[config.mk]
export PLATFORM = sky130hd
export DESIGN_NAME = ex_stage
export DESIGN_NICKNAME = d
export VERILOG_FILES = /design/src/rtl/ex_stage.sv
export SDC_FILE = /design/constraint.sdc
export NUM_CORES = 1
export LEC_CHECK = 0
export ABC_AREA = 1
export BUFFER_PORTS_ARGS = -buffer_cell sky130_fd_sc_hd__buf_4
export CAP_MARGIN = 20
export CORE_ASPECT_RATIO = 0.7
export CORE_UTILIZATION = 40
export DETAILED_ROUTE_END_ITERATION = 10
export PLACE_DENSITY = 0.69
export REMOVE_ABC_BUFFERS = 1
export SLEW_MARGIN = 25
export SYNTH_ARGS = -nofsm -noshare
export SYNTH_HDL_FRONTEND = slang
export SYNTH_SLANG_ARGS = --single-unit
[constraint.sdc]
create_clock -name clk_i -period 3.9 [get_ports clk_i]
set_input_delay 0.585 -clock clk_i [delete_from_list [all_inputs] [get_ports clk_i]]
set_output_delay 0.585 -clock clk_i [all_outputs]
set_load 0.02 [all_outputs]
[src/rtl/ex_stage.sv]
// Execute stage: base-ISA ALU plus optional RV32M multiply/iterative divide, feeding the EX/MEM register.
// Macro RISCV_CPU_MULDIV_EN enables RV32M; without it, M-ops retire with illegal_o set.
module ex_stage #(
    parameter int DATA_WIDTH = 32,
    parameter int SIDE_WIDTH = 96
) (
    input  logic                  clk_i,
    input  logic                  rst_i,
    input  logic                  flush_i,
    input  logic                  in_valid_i,
    output logic                  in_ready_o,
    input  logic [DATA_WIDTH-1:0] op_a_i,
    input  logic [DATA_WIDTH-1:0] op_b_i,
    input  logic [3:0]            alu_op_i,
    input  logic                  md_en_i,
    input  logic [2:0]            md_op_i,
    input  logic [SIDE_WIDTH-1:0] side_i,
    output logic                  out_valid_o,
    input  logic                  out_ready_i,
    output logic [DATA_WIDTH-1:0] result_o,
    output logic [SIDE_WIDTH-1:0] side_o,
    output logic                  illegal_o
);
    localparam int W = DATA_WIDTH;

    logic                  out_valid_q;
    logic [W-1:0]          result_q;
    logic [SIDE_WIDTH-1:0] out_side_q;
    logic                  illegal_q;

    logic                  slot_free;
    logic                  accept;
    logic [4:0]            shamt;
    logic [W-1:0]          alu_res;

    logic                  load;
    logic [W-1:0]          load_res;
    logic [SIDE_WIDTH-1:0] load_side;
    logic                  load_ill;

    assign slot_free = !out_valid_q || out_ready_i;
    assign accept    = in_valid_i && in_ready_o;
    assign shamt     = op_b_i[4:0];

    always_comb begin
        alu_res = '0;
        case (alu_op_i)
            4'd0: alu_res = op_a_i + op_b_i;
            4'd1: alu_res = op_a_i - op_b_i;
            4'd2: alu_res = op_a_i << shamt;
            4'd3: alu_res = {{(W-1){1'b0}}, ($signed(op_a_i) < $signed(op_b_i))};
            4'd4: alu_res = {{(W-1){1'b0}}, (op_a_i < op_b_i)};
            4'd5: alu_res = op_a_i ^ op_b_i;
            4'd6: alu_res = op_a_i >> shamt;
            4'd7: alu_res = $unsigned($signed(op_a_i) >>> shamt);
            4'd8: alu_res = op_a_i | op_b_i;
            4'd9: alu_res = op_a_i & op_b_i;
            default: alu_res = '0;
        endcase
    end

`ifdef RISCV_CPU_MULDIV_EN
    typedef enum logic [1:0] {S_IDLE, S_DIV_BUSY, S_DIV_DONE} state_e;
    localparam logic [W-1:0] INT_MIN = {1'b1, {(W-1){1'b0}}};

    state_e                state_q, state_d;
    logic [4:0]            count_q;
    logic [W-1:0]          divisor_q, quot_q, rem_q;
    logic                  q_neg_q, r_neg_q, is_rem_q;
    logic [SIDE_WIDTH-1:0] div_side_q;
    logic                  div_done_load;

    // Multiplier: extend each operand to 2W by its signedness; low 2W product bits are exact.
    logic                  a_sgn_mul, b_sgn_mul;
    logic [2*W-1:0]        mul_a_ext, mul_b_ext, product;
    logic [W-1:0]          mul_res;

    assign a_sgn_mul = (md_op_i[1:0] == 2'd1) || (md_op_i[1:0] == 2'd2);
    assign b_sgn_mul = (md_op_i[1:0] == 2'd1);
    assign mul_a_ext = {{W{a_sgn_mul & op_a_i[W-1]}}, op_a_i};
    assign mul_b_ext = {{W{b_sgn_mul & op_b_i[W-1]}}, op_b_i};
    assign product   = mul_a_ext * mul_b_ext;
    assign mul_res   = (md_op_i[1:0] == 2'd0) ? product[W-1:0] : product[2*W-1:W];

    logic          is_div_op, div_signed, a_neg, b_neg, div_zero, div_ovf, div_special, go_div;
    logic [W-1:0]  a_abs, b_abs, special_res, md_res;

    assign is_div_op   = md_en_i && md_op_i[2];
    assign div_signed  = !md_op_i[0];
    assign a_neg       = div_signed && op_a_i[W-1];
    assign b_neg       = div_signed && op_b_i[W-1];
    assign a_abs       = a_neg ? (~op_a_i + 1'b1) : op_a_i;
    assign b_abs       = b_neg ? (~op_b_i + 1'b1) : op_b_i;
    assign div_zero    = (op_b_i == '0);
    assign div_ovf     = div_signed && (op_a_i == INT_MIN) && (op_b_i == '1);
    assign div_special = div_zero || div_ovf;
    assign special_res = div_zero ? (md_op_i[1] ? op_a_i : '1)
                                  : (md_op_i[1] ? '0 : INT_MIN);
    assign md_res      = md_op_i[2] ? special_res : mul_res;
    assign go_div      = accept && is_div_op && !div_special;

    // Restoring step: shift the next dividend bit into the partial remainder, subtract if it fits.
    logic [W+1:0]  trial;
    logic          step_sub;
    logic [W-1:0]  rem_step, q_fix, r_fix, div_res;

    assign trial    = {1'b0, rem_q, quot_q[W-1]} - {2'b00, divisor_q};
    assign step_sub = (trial[W+1:W] == 2'b00);
    assign rem_step = step_sub ? trial[W-1:0] : {rem_q[W-2:0], quot_q[W-1]};
    assign q_fix    = q_neg_q ? (~quot_q + 1'b1) : quot_q;
    assign r_fix    = r_neg_q ? (~rem_q + 1'b1) : rem_q;
    assign div_res  = is_rem_q ? r_fix : q_fix;

    always_ff @(posedge clk_i or posedge rst_i) begin
        if (rst_i) begin
            state_q <= S_IDLE;
        end else begin
            state_q <= state_d;
        end
    end

    always_comb begin
        state_d = state_q;
        case (state_q)
            S_IDLE:     if (go_div) state_d = S_DIV_BUSY;
            S_DIV_BUSY: if (count_q == 5'd31) state_d = S_DIV_DONE;
            S_DIV_DONE: if (slot_free) state_d = S_IDLE;
            default:    state_d = S_IDLE;
        endcase
        if (flush_i) state_d = S_IDLE;
    end

    always_comb begin
        in_ready_o    = (state_q == S_IDLE) && slot_free;
        div_done_load = (state_q == S_DIV_DONE) && slot_free;
    end

    always_ff @(posedge clk_i or posedge rst_i) begin
        if (rst_i) begin
            count_q    <= '0;
            divisor_q  <= '0;
            quot_q     <= '0;
            rem_q      <= '0;
            q_neg_q    <= 1'b0;
            r_neg_q    <= 1'b0;
            is_rem_q   <= 1'b0;
            div_side_q <= '0;
        end else if (go_div) begin
            count_q    <= '0;
            divisor_q  <= b_abs;
            quot_q     <= a_abs;
            rem_q      <= '0;
            q_neg_q    <= a_neg ^ b_neg;
            r_neg_q    <= a_neg;
            is_rem_q   <= md_op_i[1];
            div_side_q <= side_i;
        end else if (state_q == S_DIV_BUSY) begin
            count_q <= count_q + 5'd1;
            quot_q  <= {quot_q[W-2:0], step_sub};
            rem_q   <= rem_step;
        end
    end

    assign load      = (accept && !go_div) || div_done_load;
    assign load_res  = div_done_load ? div_res : (md_en_i ? md_res : alu_res);
    assign load_side = div_done_load ? div_side_q : side_i;
    assign load_ill  = 1'b0;
`else
    logic unused_md_op;

    assign unused_md_op = ^md_op_i;
    assign in_ready_o   = slot_free;
    assign load         = accept;
    assign load_res     = md_en_i ? '0 : alu_res;
    assign load_side    = side_i;
    assign load_ill     = md_en_i;
`endif

    // Flush outranks any load, including a divide completing this cycle.
    always_ff @(posedge clk_i or posedge rst_i) begin
        if (rst_i) begin
            out_valid_q <= 1'b0;
            result_q    <= '0;
            out_side_q  <= '0;
            illegal_q   <= 1'b0;
        end else if (flush_i) begin
            out_valid_q <= 1'b0;
            illegal_q   <= 1'b0;
        end else if (load) begin
            out_valid_q <= 1'b1;
            result_q    <= load_res;
            out_side_q  <= load_side;
            illegal_q   <= load_ill;
        end else if (out_ready_i) begin
            out_valid_q <= 1'b0;
        end
    end

    assign out_valid_o = out_valid_q;
    assign result_o    = result_q;
    assign side_o      = out_side_q;
    assign illegal_o   = illegal_q;
endmodule

==> run_results.csv, run 1 <==
group,metric,value,unit
grt,grt_pass1_wl,105000,um
place,dp.cells,3390,
synthesis,ys_types,44,
detailed_routing,routed-via-count,18900,
critical_path,rr_endpoint,"result_o[4]",
clock_network,clk_path_buf_depth,2,
synthesis,synthFlopType,"dfrtp_1",
floorplan,die_h,165,um
cells_and_area,seq_area,3250,um^2
sta,tightest_slew,0.994,ns
cells_and_area,fillers,4076,
detailed_routing,post-route-drc-count,0,
synthesis,ys.warnings.count,0,
sta,relSlewSlack,33.7,%
detailed_routing,initialDrtViolationCount,2378,
grt,grt_max_degree,99,
cells_and_area,final_common_cell,"nand2_1",
sta,skew,0.0164,ns
cells_and_area,instances_no_fill,3422,
sta,finalCriticalPeriod,3.02,ns
power,worst_ir_drop_vdd,0.294,mV
critical_path,setup.worst_path.end_class,"flip-flop",
min_path,hp-start,"side_i[53]",
detailed_routing,via_per_inst,5.52,
clock_network,clk_latency,0.44,ns
critical_path,crit_required,4.22,ns
detailed_routing,wl_per_cell,21.7,um
critical_path,startpoint,"op_b_i[0]",
place,pre_cts_slack,0.639,ns
place,io_buffers,300,
critical_path,cp-endpoint,"result_o[27]",
critical_path,reg2reg_from,"out_valid_o",
grt,overflow,0,
cells_and_area,multi_input_area,10100,um^2
place,dp_hpwl,59700,um
synthesis,avgSynthCellArea,5.64,um^2
clock_network,post_cts_buffers,0,
clock_network,root_buffer,"clkbuf_16",
grt,grt_pass1_vias,16600,
power,leakagePower,10.7,nW
sta,min_period_over_period,77.4,%
sta,setup_viol,0,
synthesis,synth_enable_flop_cells,0,
cells_and_area,diodes,0,
critical_path,cp_max_fo,36,
flow_run,max_cap_violations,0,
critical_path,cp-start-kind,"primary input",
clock_network,cts.clk_slew.worst_paths,0.07,ns
place,placed_area,17700,um^2
synthesis,synth_area,15200,um^2
synthesis,synth-seq-area-share,21.4,%
floorplan,rows,59,
clock_network,cts-resized-gates,0,
clock_network,cts_num_sinks,130,
cells_and_area,final_core_util,49.0,%
floorplan,die_width,235,um
grt,antenna_found_initial,1,
grt,track_usage,36.7,%
cells_and_area,drive_gt1_share,13.8,%
floorplan,dieArea,38700,um^2
cells_and_area,num-nets-final,3196,
clock_network,cts_tree,"built",
synthesis,ys_async_sr_fraction,100,%
critical_path,crit_type,"primary input to flip-flop",
synthesis,synth-seq-cells,130,
detailed_routing,drtPass1Iterations,6,
power,power.density,308,nW/um^2
floorplan,ios,304,
detailed_routing,postRouteAntennaNets,0,
sta,fin_ws,0.880,ns
sta,final-hold-violation-count,0,
cells_and_area,area_delta_synth_final,20.4,%
critical_path,reg2reg_slack,1.73,ns
place,place_congestion,1.05,
cells_and_area,design_area,18300,um^2
sta,fmax,331,MHz
critical_path,arrival,3.34,ns
outcome,outcome,"complete, no violations",
clock_network,cts_buffers,17,
min_path,hp-class,"primary input to flip-flop",
clock_network,htreeDepth,4,
clock_network,postCtsHoldBufs,0,
synthesis,syn_inst,2688,
sta,rsz0062_at_grt,"false",
floorplan,coreArea,37300,um^2
cells_and_area,final_cell_mix,"nand2_1, nand3_1, buf_4, inv_1, nor2_1",
sta,slew_viol_final,0,
detailed_routing,wirelength,74200,um
critical_path,r2r_cells,8,
floorplan,initial_core_util,40.7,%
worst min-delay path by stage:
stage | cells after the start | slack [ns] | to
2_1_floorplan | 2 | 0.58 | side_o[0]
3_3_place_gp | 2 | 0.46 | side_o[10]
3_5_place_dp | 2 | 0.46 | side_o[78]
4_1_cts | 2 | 0.34 | illegal_o
5_1_grt | 3 | 0.34 | side_o[62]
6_report | 3 | 0.35 | side_o[53]
cells in the mapped netlist, drive strengths merged, types with 10 or more instances:
cell type | count | area [um^2]
a21oi | 84 | 420
and2 | 16 | 100
buf | 86 | 512
clkbuf | 30 | 113
dfrtp | 130 | 3250
ha | 100 | 1250
inv | 329 | 1240
nand2 | 1175 | 4460
nand3 | 372 | 1870
nand4 | 25 | 156
nor2 | 163 | 698
nor3 | 25 | 145
o211ai | 19 | 148
o21ai | 67 | 335
o21bai | 10 | 75.1
o22ai | 24 | 150
per-layer routing:
layer | vias to the layer above | track usage [%] | wire (um)
li1 | 8929 | - | -
met3 | 81 | 12.4 | 9680
met1 | 8794 | 54.5 | 34200
met2 | 1070 | 49.5 | 28800
met4 | 2 | 8.97 | 1490
met5 | - | 0 | 13
cells by family (layout without fill, tap and decap cells):
logic type	count (synthesis)	in the layout	synth area share, %
XOR/XNOR	1	1	0.0577
buffers and inverters	446	692	12.3
adder cells (fa/ha/maj)	102	102	8.51
flip-flops	130	130	21.4
AND/OR/NAND/NOR	1793	1793	49.7
AO/OA/AOI/OAI	216	216	8.02
stage by stage:
stage	hold slack, ns	TNS [ns]	power [mW]
after floorplan	0.584	-124.25	2.90
after global placement	0.456	0	3.93
after detailed placement	0.459	0	3.95
after CTS	0.336	0	5.58
after global routing	0.339	0	5.89
final	0.350	0	5.63
state kept, by name, indices dropped and copies added (netlist names):
signal       flops
result_o        32
side_o          96
out_valid_o      1
illegal_o        1
report_power, final:
group          switching (mW)  internal, mW
clock                   0.718         0.907
sequential              0.101          1.52
combinational            1.61         0.771
total                    2.43          3.20
critical path, cell delays in order:
cell and delay [ns]:
buf_4 0.38, ha_1 0.41, nand3_1 0.15, nand3_1 0.28
nand2_1 0.12, nand2_1 0.40, nand2_1 0.13, nand2_1 0.14
nand2_1 0.17, nand2_1 0.12, nand2_1 0.05, nand3_1 0.08
nand3_1 0.16, nand2_1 0.10, nand2_1 0.05
cell type report:
cell class,count,share of cell area [%]
clock buffers,19,2.42
inverters,330,6.83
multi-input cells,2112,55.1
well taps,488,3.34
repair buffers,330,13.8
flip-flops and latches,130,17.8
clock inverters,13,0.691
Power figures use the tool's default switching activity.
==> run 2, diff against run 1 <==
clock period = 2.45 ns   (was 3.9 ns; I/O delays follow)
==> run 2 against run 1 <==
Setup slack worse by 0.80 ns. Register-to-register slack got worse by 1.1 ns. Routed wire length rose by 2.1%. Largest power group unchanged. Total power rose by 70%. First-iteration DRC count grew 15%. Critical path depth unchanged. Count of clock-buffer cells in the layout down 2.
==> run_results.csv, run 2 (synthesized netlist as in run 1, its figures left out) <==
group,metric,value,unit
outcome,outcome,"complete, no violations",
sta,tightest_slew,0.652,ns
power,p_int,5.51,mW
power,worst_ir_drop_vdd,0.463,mV
power,p_clk_share,27.9,%
sta,fmax,423,MHz
cells_and_area,final_common_cell,"nand2_1",
sta,finalCriticalPeriod,2.37,ns
clock_network,postCtsHoldBufs,0,
place,pre_cts_slack,-0.224,ns
place,io_buffers,300,
grt,grt_pass1_wl,110000,um
sta,setup_viol,0,
detailed_routing,initialDrtViolationCount,2738,
critical_path,crit_required,2.77,ns
detailed_routing,routed-via-count,19900,
clock_network,cts_buffers,17,
cells_and_area,final_cell_mix,"nand2_1, buf_4, nand3_1, inv_1, nor2_1",
grt,grt_max_degree,119,
detailed_routing,wl_per_cell,20.5,um
floorplan,die_width,235,um
sta,slew_viol_final,0,
floorplan,ios,304,
clock_network,post_cts_buffers,0,
critical_path,arrival,2.68,ns
critical_path,setup.worst_path.end_class,"flip-flop",
floorplan,coreArea,37300,um^2
sta,relSlewSlack,56.5,%
cells_and_area,area_delta_synth_final,34.7,%
sta,setup_tns,0,ns
cells_and_area,largest_reg_flops,96,
sta,skew,0.0126,ns
clock_network,clk_path_buf_depth,2,
power,swShare,42.3,%
clock_network,cts_tree,"built",
flow_run,max_cap_violations,0,
power,pwr-share-seq,27.1,%
floorplan,rows,59,
detailed_routing,wirelength,75800,um
detailed_routing,postRouteAntennaNets,0,
grt,overflow,0,
detailed_routing,post-route-drc-count,0,
clock_network,cts_num_sinks,130,
sta,rsz0062_at_grt,"false",
cells_and_area,num-nets-final,3466,
critical_path,cp_max_fo,6,
grt,antenna_found_initial,1,
clock_network,htreeDepth,4,
power,p_switching,4.04,mW
power,leakagePower,12.1,nW
cells_and_area,final_core_util,54.8,%
clock_network,root_buffer,"clkbuf_16",
sta,final-hold-violation-count,0,
floorplan,dieArea,38700,um^2
cells_and_area,diodes,0,
critical_path,crit_type,"primary input to flip-flop",
power,power.density,467,nW/um^2
floorplan,die_h,165,um
critical_path,r2r_cells,8,
sta,whs,0.0262,ns
clock_network,clk_latency,0.44,ns
place,dp_hpwl,62000,um
detailed_routing,via_per_inst,5.40,
sta,min_period_over_period,96.6,%
grt,track_usage,37.9,%
min_path,hp-class,"primary input to asynchronous set/reset pin",
power,combPwrFrac,45.1,%
sta,fin_ws,0.0836,ns
clock_network,cts.clk_slew.worst_paths,0.07,ns
floorplan,initial_core_util,40.7,%
place,place_congestion,1.10,
cells_and_area,drive_gt1_share,21.2,%
grt,grt_pass1_vias,17800,
critical_path,startpoint,"op_a_i[13]",
critical_path,cp-start-kind,"primary input",
detailed_routing,drtPass1Iterations,6,
critical_path,reg2reg_from,"out_valid_o",
==> run 2: cell count changes in the layout (fill, tap and decap cells not counted), sizes merged <==
cell      change
clkbuf        -2
inv           +5
buf         +270
clkinv        -2
clkinvlp      -1
==> run 2: worst paths after layout <==
| path | to | slack, ns |
|---|---|---|
| min | side_o[68] | 0.03 |
| max | result_o[15] | 0.08 |
| max in group asynchronous | out_valid_o | 1.73 |
| min in group clk_i | illegal_o | 0.11 |
| max reg2reg | result_o[20] | 0.62 |
| min reg2reg | side_o[92] | 0.47 |
==> run 2: layout make-up <==
| class | count | area [um^2] |
|---|---|---|
| clock buffers | 17 | 425 |
| repair buffers | 600 | 4670 |
| inverters | 330 | 1250 |
| well taps | 488 | 611 |
| flip-flops and latches | 130 | 3250 |
| fillers | 3867 | 16800 |
| clock inverters | 15 | 165 |
| multi-input cells | 2112 | 10100 |
==> run 2: metrics by stage <==
stage / std cells / power [mW] / cell area [um^2]
5_1_grt: 3692 / 9.99 / 20400
2_1_floorplan: 2572 / 4.62 / 14500
3_5_place_dp: 3660 / 6.80 / 19800
6_report: 3692 / 9.55 / 20400
4_1_cts: 3692 / 9.47 / 20400
3_3_place_gp: 3660 / 6.75 / 19800
==> run 2: power by group through the flow <==
stage	sequential, mW	clock [mW]	combinational (mW)
after floorplan	2.94	0	1.68
after global placement	2.61	0	4.14
after detailed placement	2.61	0	4.18
after CTS	2.59	2.69	4.19
final	2.59	2.66	4.30
after global routing	2.62	2.76	4.61
==> run 2: timing repair <==
action | 4_1_cts | 5_1_grt
endpoints found under the hold margin | 0 | 0
resized for setup | 0 | 1
setup endpoints to repair | 0 | 1
==> run 2: worst max-delay path, stage by stage <==
cell and delay (ns):
buf_4 0.10, inv_1 0.06, ha_1 0.41, inv_1 0.13, nand2_1 0.16, nor2_1 0.32
nand2_1 0.26, inv_1 0.10, nand2_1 0.07, nand2_1 0.14, nand2_1 0.06, nand3_1 0.06
o21ai_0 0.08, o21ai_1 0.27, nand2_1 0.10
==> run 2: per-layer routing <==
metal / part of all wire [%] / wire (um) / vias to the layer above / global-route usage [%]
met1: 45 / 34100 / 9170 / 56.1
met4: 2.7 / 2020 / 2 / 10.4
met2: 40 / 30100 / 1179 / 52.3
met3: 13 / 9550 / 125 / 10.8
li1: - / - / 9469 / -
met5: 0.017 / 13 / - / 0
